### config.mk
export PLATFORM = sky130hd
export DESIGN_NAME = fault_chain_rx
export DESIGN_NICKNAME = d
export VERILOG_FILES = /design/src/rtl/fault_chain_rx.sv
export SDC_FILE = /design/constraint.sdc
export NUM_CORES = 1
export LEC_CHECK = 0
export BUFFER_PORTS_ARGS = -buffer_cell sky130_fd_sc_hd__buf_2
export CORE_MARGIN = 2
export CORE_UTILIZATION = 40
export DETAILED_ROUTE_END_ITERATION = 10
export SYNTH_ARGS = -nofsm -noshare
export SYNTH_HDL_FRONTEND = slang
export SYNTH_SLANG_ARGS = --single-unit
### constraint.sdc
create_clock -name i_CLK_SYS -period 2.66 [get_ports i_CLK_SYS]
set_clock_uncertainty 0.2 [all_clocks]
set_input_delay 0.532 -clock i_CLK_SYS [delete_from_list [all_inputs] [get_ports i_CLK_SYS]]
set_output_delay 0.532 -clock i_CLK_SYS [all_outputs]
set_load 0.05 [all_outputs]
### src/rtl/fault_chain_rx.sv
// Fault-injection serial chain receiver: deserializes mask+ctrl frames and applies them to a target bus.
// Optional `FAULT_FLIP_EN builds the bit-flip (XOR) fault path for ctrl 2'b10.
module fault_chain_rx #(
  parameter int CHAIN_W = 64
) (
  input  logic               i_CLK_SYS,
  input  logic               i_RST_SYS,
  input  logic               i_SERIAL_IN,
  input  logic               i_EN_SR,
  input  logic               i_TFEn,
  input  logic               i_RST,
  input  logic [CHAIN_W-1:0] i_TGT,
  output logic [CHAIN_W-1:0] o_TGT,
  output logic               o_ACTIVE,
  output logic [1:0]         o_CTRL,
  output logic [15:0]        o_RX_CNT,
  output logic               o_ERR,
  output logic               o_OVF
);

  typedef enum logic [1:0] {IDLE, SHIFT, ARMED, APPLIED} state_t;

  localparam logic [15:0] OVF_AT = 16'(CHAIN_W + 3);

  state_t               state;
  logic [CHAIN_W+1:0]   sr;
  logic [15:0]          cnt;
  logic [CHAIN_W-1:0]   mask;
  logic [1:0]           ctrl;
  logic                 active, err, ovf;
  logic                 rst;
  logic [15:0]          cnt_inc;
  logic [CHAIN_W+1:0]   sr_shift;
  logic [CHAIN_W+1:0]   sr_first;

  assign rst      = i_RST_SYS | i_RST;
  assign cnt_inc  = (cnt == 16'hFFFF) ? cnt : cnt + 16'd1;
  assign sr_shift = {sr[CHAIN_W:0], i_SERIAL_IN};
  assign sr_first = {{(CHAIN_W+1){1'b0}}, i_SERIAL_IN};

  always_ff @(posedge i_CLK_SYS) begin
    if (rst) begin
      state  <= IDLE;
      sr     <= '0;
      cnt    <= '0;
      mask   <= '0;
      ctrl   <= '0;
      active <= 1'b0;
      err    <= 1'b0;
      ovf    <= 1'b0;
    end else begin
      // Shift always beats transfer; the collision itself is an error.
      if (i_EN_SR && i_TFEn) err <= 1'b1;
      case (state)
        IDLE: begin
          if (i_EN_SR) begin
            sr    <= sr_first;
            cnt   <= 16'd1;
            state <= SHIFT;
          end else if (i_TFEn) begin
            err <= 1'b1;
          end
        end
        SHIFT: begin
          if (i_TFEn) err <= 1'b1;
          if (i_EN_SR) begin
            sr  <= sr_shift;
            cnt <= cnt_inc;
            if (cnt_inc >= OVF_AT) ovf <= 1'b1;
          end else begin
            state <= (cnt >= 16'd3) ? ARMED : IDLE;
          end
        end
        ARMED: begin
          // Resume without clearing so the controller can refill its word buffer.
          if (i_EN_SR) begin
            sr    <= sr_shift;
            cnt   <= cnt_inc;
            if (cnt_inc >= OVF_AT) ovf <= 1'b1;
            state <= SHIFT;
          end else if (i_TFEn) begin
            mask   <= sr[CHAIN_W+1:2];
            ctrl   <= sr[1:0];
            active <= 1'b1;
            state  <= APPLIED;
          end
        end
        APPLIED: begin
          if (i_EN_SR) begin
            sr    <= sr_first;
            cnt   <= 16'd1;
            state <= SHIFT;
          end
        end
        default: state <= IDLE;
      endcase
    end
  end

  always_comb begin
    o_TGT = i_TGT;
    if (active) begin
      case (ctrl)
        2'b00:   o_TGT = i_TGT & ~mask;
        2'b01:   o_TGT = i_TGT | mask;
`ifdef FAULT_FLIP_EN
        2'b10:   o_TGT = i_TGT ^ mask;
`endif
        default: o_TGT = i_TGT;
      endcase
    end
  end

  assign o_ACTIVE = active;
  assign o_CTRL   = ctrl;
  assign o_RX_CNT = cnt;
  assign o_ERR    = err;
  assign o_OVF    = ovf;

endmodule

; ---- After elaboration in Yosys (flattened, before gate mapping)
; Index checks and enable logic that the tools add are counted.
[totals]
reg_bits = 153
input_bits = 70
out_inout_bits = 85
wordCells = 53
[op_classes]
addsub = 1
n_lt_le_gt_ge = 2
n_eq_ne = 9
muxes = 19
bitwise = 5
n_reduce_logical = 9
[op_table]
columns = op, n
row1 = two-way mux 66 bit, 2
row2 = case mux 66 bit (2 select lines), 1
row3 = case mux 64 bit (2 select lines), 1
row4 = AND 64 bit, 1
row5 = two-way mux 64 bit, 1
row6 = inverter 64 bit, 1
row7 = bitwise OR 64 bit, 1
row8 = two-way mux 16 bit, 3
row9 = case mux 16 bit (2 select lines), 1
row10 = adder 16 x 1 -> 16 bit (second input constant), 1
row11 = == test 16 bit (second input constant), 1
row12 = >= comparator 16 x 2 -> 1 bit (second input constant), 1
row13 = >= comparator 16 x 7 -> 1 bit (second input constant), 1
row14 = two-way mux 2 bit, 5
row15 = AND reduction 3 bit, 3
row16 = case mux 2 bit (3 select lines), 1
row17 = == test 2 x 1 -> 1 bit (second input constant), 2
row18 = == test 2 bit (second input constant), 2
row19 = zero test 2 bit, 2
row20 = inequality test 2 x 1 -> 1 bit (second input constant), 2
row21 = OR reduction 2 bit, 2
row22 = two-way mux 1 bit, 3
row23 = inequality test 3 bit (second input constant), 1
row24 = inequality test 2 bit (second input constant), 1
row25 = 5 further kinds, 5

; ---- Depth between registers and ports, before layout
; Gate-level depths: netlist of the first run.
[logic_depth]
ltp_word = 5
depth_mapped = 9
mapped_depth_nobuf = 7

; ---- Least setup slack after synthesis of the first run
; No wires, ideal clock.
[synth_path]
kind = flip-flop to output port
from = reg active, in the netlist o_ACTIVE
to = out o_TGT[10]
arrival_time_ps = 1840
required_ps = 1928
slack_ps = 88
path_stages_with_launch = 6
cell_sequence = dfxtp_1 -> nor2b_1 -> clkbuf_1 -> clkbuf_1 -> nand2_1 -> mux2_2
[synth_via]
elab_chain_len = 1
[synth_lines]
columns = element, line
row1 = from (decl), 30  ; logic active, err, ovf;
row2 = from (signal assigned), 48  ; active <= 1'b0;
row3 = from (signal assigned), 84  ; active <= 1'b1;
row4 = two-way mux 64 bit, 102  ; if (active) begin
row5 = to (decl), 13  ; output logic [CHAIN_W-1:0] o_TGT,
; Every way passes these cells.

; ---- Worst setup path in the final report of the first run
[layout_path]
from = reg active, in the netlist o_ACTIVE
to = out o_TGT[56]
; The elaborated chain is that of the path after synthesis.

==> reports/metrics.csv, run 1 <==
metric;value;unit
synth_fa_ha_area_share;0.719;%
power_density;601;mW/mm^2
cts_root_buf;clkbuf_16;
highest_layer;met4;
cp_slowest_stage_delay;0.35;ns
totalWireLength;16800;um
ys_top_cells_by_area;dfxtp_1 44%, nand2_1 11%, mux2_2 11%, a22oi_1 7.2%, a21oi_1 5.7%;
grt_pass1_wl;27400;um
cts_hold_buffers;0;
yosys-top-cells-count;209 x nand2_1, 153 x dfxtp_1, 82 x nor2_1;
hold_class;in2reg;
ys_ff_latch;153;
drc;0;
gp_congestion;0.821;
synth_top_area_share;44.0;%
wl_per_cell;14.0;um
path_cells;nor2b_4 > buf_12 > nand2_1 > mux2_2 > buf_2;
clkTransAtPathRegs;0.06;ns
yosysWarnings;0;
cap_violations;0;
num_antenna_cells;0;
die_width;136;um
tightest_slew;0.774;ns
first_pass_iters;4;
yosys.cell_count.top_type;nand2_1;
synth_top_family_by_area;simple AND/OR/NAND/NOR gates;
critical_path.startpoint_type;register;
crit_path_end_kind;primary output;
post-dp-hpwl;11100;um
seq_area_frac_synth;44.0;%
tns;0;ns
min_period;2.54;ns
port_buffers;154;
clock-sinks;153;
status;finished clean;
synth-edff-count;0;
clk_latency;0.42;ns
dp_slack;0.407;ns
grt_max_degree;65;
io_pins;155;
clock.fmax;0.394;GHz
slowest_stage;dfxtp_1;
synth_compound_area_share;16.7;%
final_core_util;49.8;%
crit_arrival;1.81;ns
rows;48;
grt_pass1_vias;5561;
layout_setup_ws;0.121;ns
synth-simple-area-share;21.4;%
slew_headroom;48.4;%
wl_met1;8430;um
viasPerCell;5.17;
cp_max_fo;46;
synthMuxAreaShare;11.4;%
synth_xor_area_share;0.629;%
coreArea;0.0172;mm^2
fin_crit_sh;95.5;%
initial_core_util;40.6;%
yosys_most_used_dff;dfxtp_1;
crit_required;1.93;ns
die_y;136;um
die_area;0.0185;mm^2
setup_violations;0;
synthCells;852;
fill_cells;1690;
ir_drop;0.000438;V
power;5140;uW
syn_area_per_cell;8.18;um^2
grt_overflow;0;
cts_buffers;17;
synth_fp_nets;926;
vias;6230;
antenna_found_initial;0;
crit_type;reg2out;
cts_max_path_buffers;2;
synth_cell_types;52;
async_reset_ff_share;0;%
grt_util_all_layers;18.3;%
nNetsFinal;1043;
antenna_left;0;
rsz0062_at_grt;false;
layout-drive-gt1-share;29.6;%
h-tree-depth;4;
hold_violations;0;
wl_met2;7450;um
slew_viol_final;0;
area_growth;22.8;%
dr_wl_met3;760;um
syn-cell-area;0.00697;mm^2
leakagePower;0.00310;uW
yosys.area.top_type;dfxtp_1;
tritoncts;done;
dr.first_iter.drc_count;356;
==> worst paths after layout <==
check,from,to,slack [ns],depth (start not counted)
setup / recovery,o_ACTIVE$_SDFFE_PP0P_,o_TGT[56],0.12,5
hold / removal,i_SERIAL_IN,sr[0]$_SDFFE_PP0P_,0.19,3
hold reg to reg,sr[65]$_SDFFE_PP0P_,mask[63]$_SDFFE_PP0P_,0.25,2
setup reg to reg,o_RX_CNT[3]$_SDFFE_PP0P_,o_OVF$_SDFFE_PP0P_,0.43,6
==> cells by family (layout without fill, tap and decap cells) <==
family | after synthesis | count (layout)
AOI/OAI and AO/OA | 182 | 182
xor gates and xnor gates | 5 | 5
adders and majority gates | 4 | 4
buffers and inverters | 88 | 216
DFF | 153 | 153
muxes | 71 | 71
and+or+nand+nor | 349 | 349
==> timing repair <==
item | in CTS | in global routing
gates resized for setup | 0 | 0
buffers inserted | 1 | 0
endpoints found under the hold margin | 0 | 0
endpoints found under the setup margin | 46 | 0
==> cells in the final DEF (no fill, tap or decap), types with 3 or more instances in the layout <==
master      synthesis  final
a211oi_1            6      6
a21oi_1            80     80
a22oi_1            67     67
a31oi_1             3      3
and3_1              5      4
and4_1              3      3
buf_12              0      7
buf_2              13    154
buf_4               1     15
clkbuf_16           0     17
clkinvlp_4          0      3
dfxtp_1           153    152
ha_1                4      4
inv_1              10      9
mux2_2             65     65
mux2i_1             5      5
nand2_1           209    209
nand3_1            13     12
nand4_1             6      6
nor2_1             82     81
nor3_1              7      7
nor4_1              6      6
o21ai_0            11     11
xnor2_1             4      4
==> stage by stage <==
stage,std cells,hold WS (ns),instance area [um^2]
2_1_floorplan,852,0.232,6970
3_3_place_gp,1174,0.240,7970
3_5_place_dp,1174,0.246,7970
4_1_cts,1205,0.179,8550
5_1_grt,1205,0.186,8550
6_report,1205,0.193,8550
==> sequential cells by signal, indices dropped and copies added, names as in the netlist <==
| register | flops |
|---|---|
| o_ACTIVE | 1 |
| o_OVF | 1 |
| mask | 64 |
| sr | 66 |
| state | 2 |
| o_CTRL | 2 |
| o_ERR | 1 |
| o_RX_CNT | 16 |
==> report_power, final <==
part	switching [uW]	internal (uW)	total, uW
registers	2.65	2290	2300
logic	328	134	461
clock network	953	1430	2380
==> area by class of cell <==
cell class                 instances  area, um^2  area share [%]
multi-input combinational        611        3570            41.7
sequential                       153        3060            35.8
timing repair buffer             176        1020            12.0
clock buffer                      21         460            5.38
tap                              225         282            3.29
clock inverter                     9         118            1.38
inverter                          10        37.5           0.439
==> layer usage <==
metal	up-vias	GRT usage, %
met5	-	0
met4	0	5.32
met3	17	4.14
met2	152	29.0
met1	2894	25.1
li1	3167	-
==> critical path: cells and delay by family, from the launching register on <==
kind | cells | cell delay (ns)
buf+inv | 2 | 0.43
flops | 1 | 0.35
simple gates | 2 | 0.31
mux | 1 | 0.27
Note: power is estimated with default switching activity, not from simulation.
==> inputs of run 2 (changes only) <==
--- a/config.mk
+++ b/config.mk
@@ -6,9 +6,12 @@
 export NUM_CORES = 1
 export LEC_CHECK = 0
 export BUFFER_PORTS_ARGS = -buffer_cell sky130_fd_sc_hd__buf_2
+export CELL_PAD_IN_SITES_DETAIL_PLACEMENT = 2
+export CELL_PAD_IN_SITES_GLOBAL_PLACEMENT = 2
 export CORE_MARGIN = 2
-export CORE_UTILIZATION = 40
+export CORE_UTILIZATION = 31
 export DETAILED_ROUTE_END_ITERATION = 10
+export PLACE_DENSITY_LB_ADDON = 0.1
 export SYNTH_ARGS = -nofsm -noshare
 export SYNTH_HDL_FRONTEND = slang
 export SYNTH_SLANG_ARGS = --single-unit
==> run 2 against run 1 <==
Net effect:
- clock power increased by 5%
- hold slack lost 0.029 ns
- critical path depth stayed put
- cell count is 4.1% higher
- global-route usage increased by 0.55 points
- count of clock-buffer cells in the layout shrank 3
- cell area grew 0.99%
- routed wire length rose by 30%
- non-clock buffer count down 5
- die area grew 28%
- register-to-register slack worse by 0.18 ns
- total power grew 2.8%
==> reports/metrics.csv, run 2 (synthesis results as in run 1) <==
metric;value;unit
drc;0;
crit_required;1.93;ns
antenna_left;0;
status;finished clean;
viasPerCell;5.23;
regMostFlops;sr;
cts_buffers;17;
clkTransAtPathRegs;0.06;ns
clock-sinks;153;
hold_violations;0;
coreArea;0.0220;mm^2
port_buffers;154;
rsz0062_at_grt;false;
cp_max_fo;32;
cap_violations;0;
final_common_cell;nand2_1;
grt_max_degree;68;
hold_class;in2reg;
cp_slowest_stage_delay;0.34;ns
crit_type;reg2out;
final_cell_mix;209 x nand2_1, 151 x dfxtp_1, 144 x buf_2;
gp_congestion;0.816;
fin_cells;1255;
grt_pass1_wl;36300;um
rows;54;
grt_util_all_layers;18.9;%
io_pins;155;
tns;0;ns
h-tree-depth;4;
die_area;0.0237;mm^2
tritoncts;done;
cts_root_buf;clkbuf_16;
final_core_util;39.3;%
first_pass_iters;4;
grt_overflow;0;
crit_path_end_kind;primary output;
cts_hold_buffers;0;
wl_per_cell;17.4;um
antenna_found_initial;0;
initial_core_util;31.7;%
clock.fmax;0.392;GHz
dr.first_iter.drc_count;238;
area_growth;24.0;%
die_y;154;um
slowest_stage;dfxtp_2;
critical_path.startpoint_type;register;
tightest_slew;0.694;ns
clk_latency;0.42;ns
power_density;612;mW/mm^2
num_antenna_cells;0;
nNetsFinal;1038;
layout-drive-gt1-share;29.5;%
fin_crit_sh;95.9;%
largest_reg_flops;66;
slew_headroom;53.7;%
leakagePower;0.00309;uW
regToRegSetupSlack;0.25;ns
hold-worst-slack;0.164;ns
totalWireLength;21800;um
grt_pass1_vias;7043;
min_period;2.55;ns
slew_viol_final;0;
setup_violations;0;
cts_max_path_buffers;2;
ir_drop;0.000416;V
post-dp-hpwl;14300;um
crit_arrival;1.82;ns
path_cells;nor2b_4 > buf_12 > nand2_1 > mux2_2 > buf_2;
dp_cells;1224;
vias;6560;
die_width;154;um
[run 2: worst max-delay path: cells and delay by family, from the launching register on]
family	cells	cell delay [ns]
mux	1	0.27
simple gates	2	0.30
buf+inv	2	0.42
flops	1	0.34
[run 2: routing by layer]
layer,up-vias,global-route usage (%),wire [um]
met1,3261,22.9,9670
met3,20,2.68,566
met5,-,0,0
li1,3164,-,-
met4,0,6.19,290
met2,115,34.4,11300
[run 2: worst paths after layout]
kind,start,endpoint,cells past startpoint
setup / recovery,o_ACTIVE$_SDFFE_PP0P_,o_TGT[2],5
hold / removal,i_SERIAL_IN,sr[0]$_SDFFE_PP0P_,3
hold reg to reg,mask[50]$_SDFFE_PP0P_,mask[50]$_SDFFE_PP0P_,2
setup reg to reg,o_RX_CNT[1]$_SDFFE_PP0P_,o_OVF$_SDFFE_PP0P_,7
[run 2: area by class of cell]
type,instances,area [um^2]
fill,2500,13300
multi-input combinational,611,3580
sequential,153,3070
timing repair buffer,171,1010
clock buffer,18,429
tap,280,350
clock inverter,12,168
inverter,10,37.5
[run 2: through the flow]
step	area (um^2)	setup WS, ns	power [uW]
after floorplan	6970	0.0875	2680
after global placement	7990	0.309	2810
after detailed placement	7990	0.192	2820
after CTS	8660	0.0178	5370
after global routing	8640	0.00753	5490
final	8640	0.109	5280
[run 2: where the power goes]
| group | internal, uW | leakage (uW) | switching [uW] |
|---|---|---|---|
| Sequential | 2290 | 0.00123 | 2.79 |
| Clock | 1480 | 0.000281 | 1030 |
| Combinational | 140 | 0.00158 | 339 |
| Total | 3920 | 0.00309 | 1370 |
[run 2: timing repair]
| action | in CTS | in global routing |
|---|---|---|
| buffers inserted | 1 | 0 |
| gates resized for setup | 12 | 1 |
| endpoints found under the setup margin | 8 | 34 |
| gates cloned | 1 | 0 |
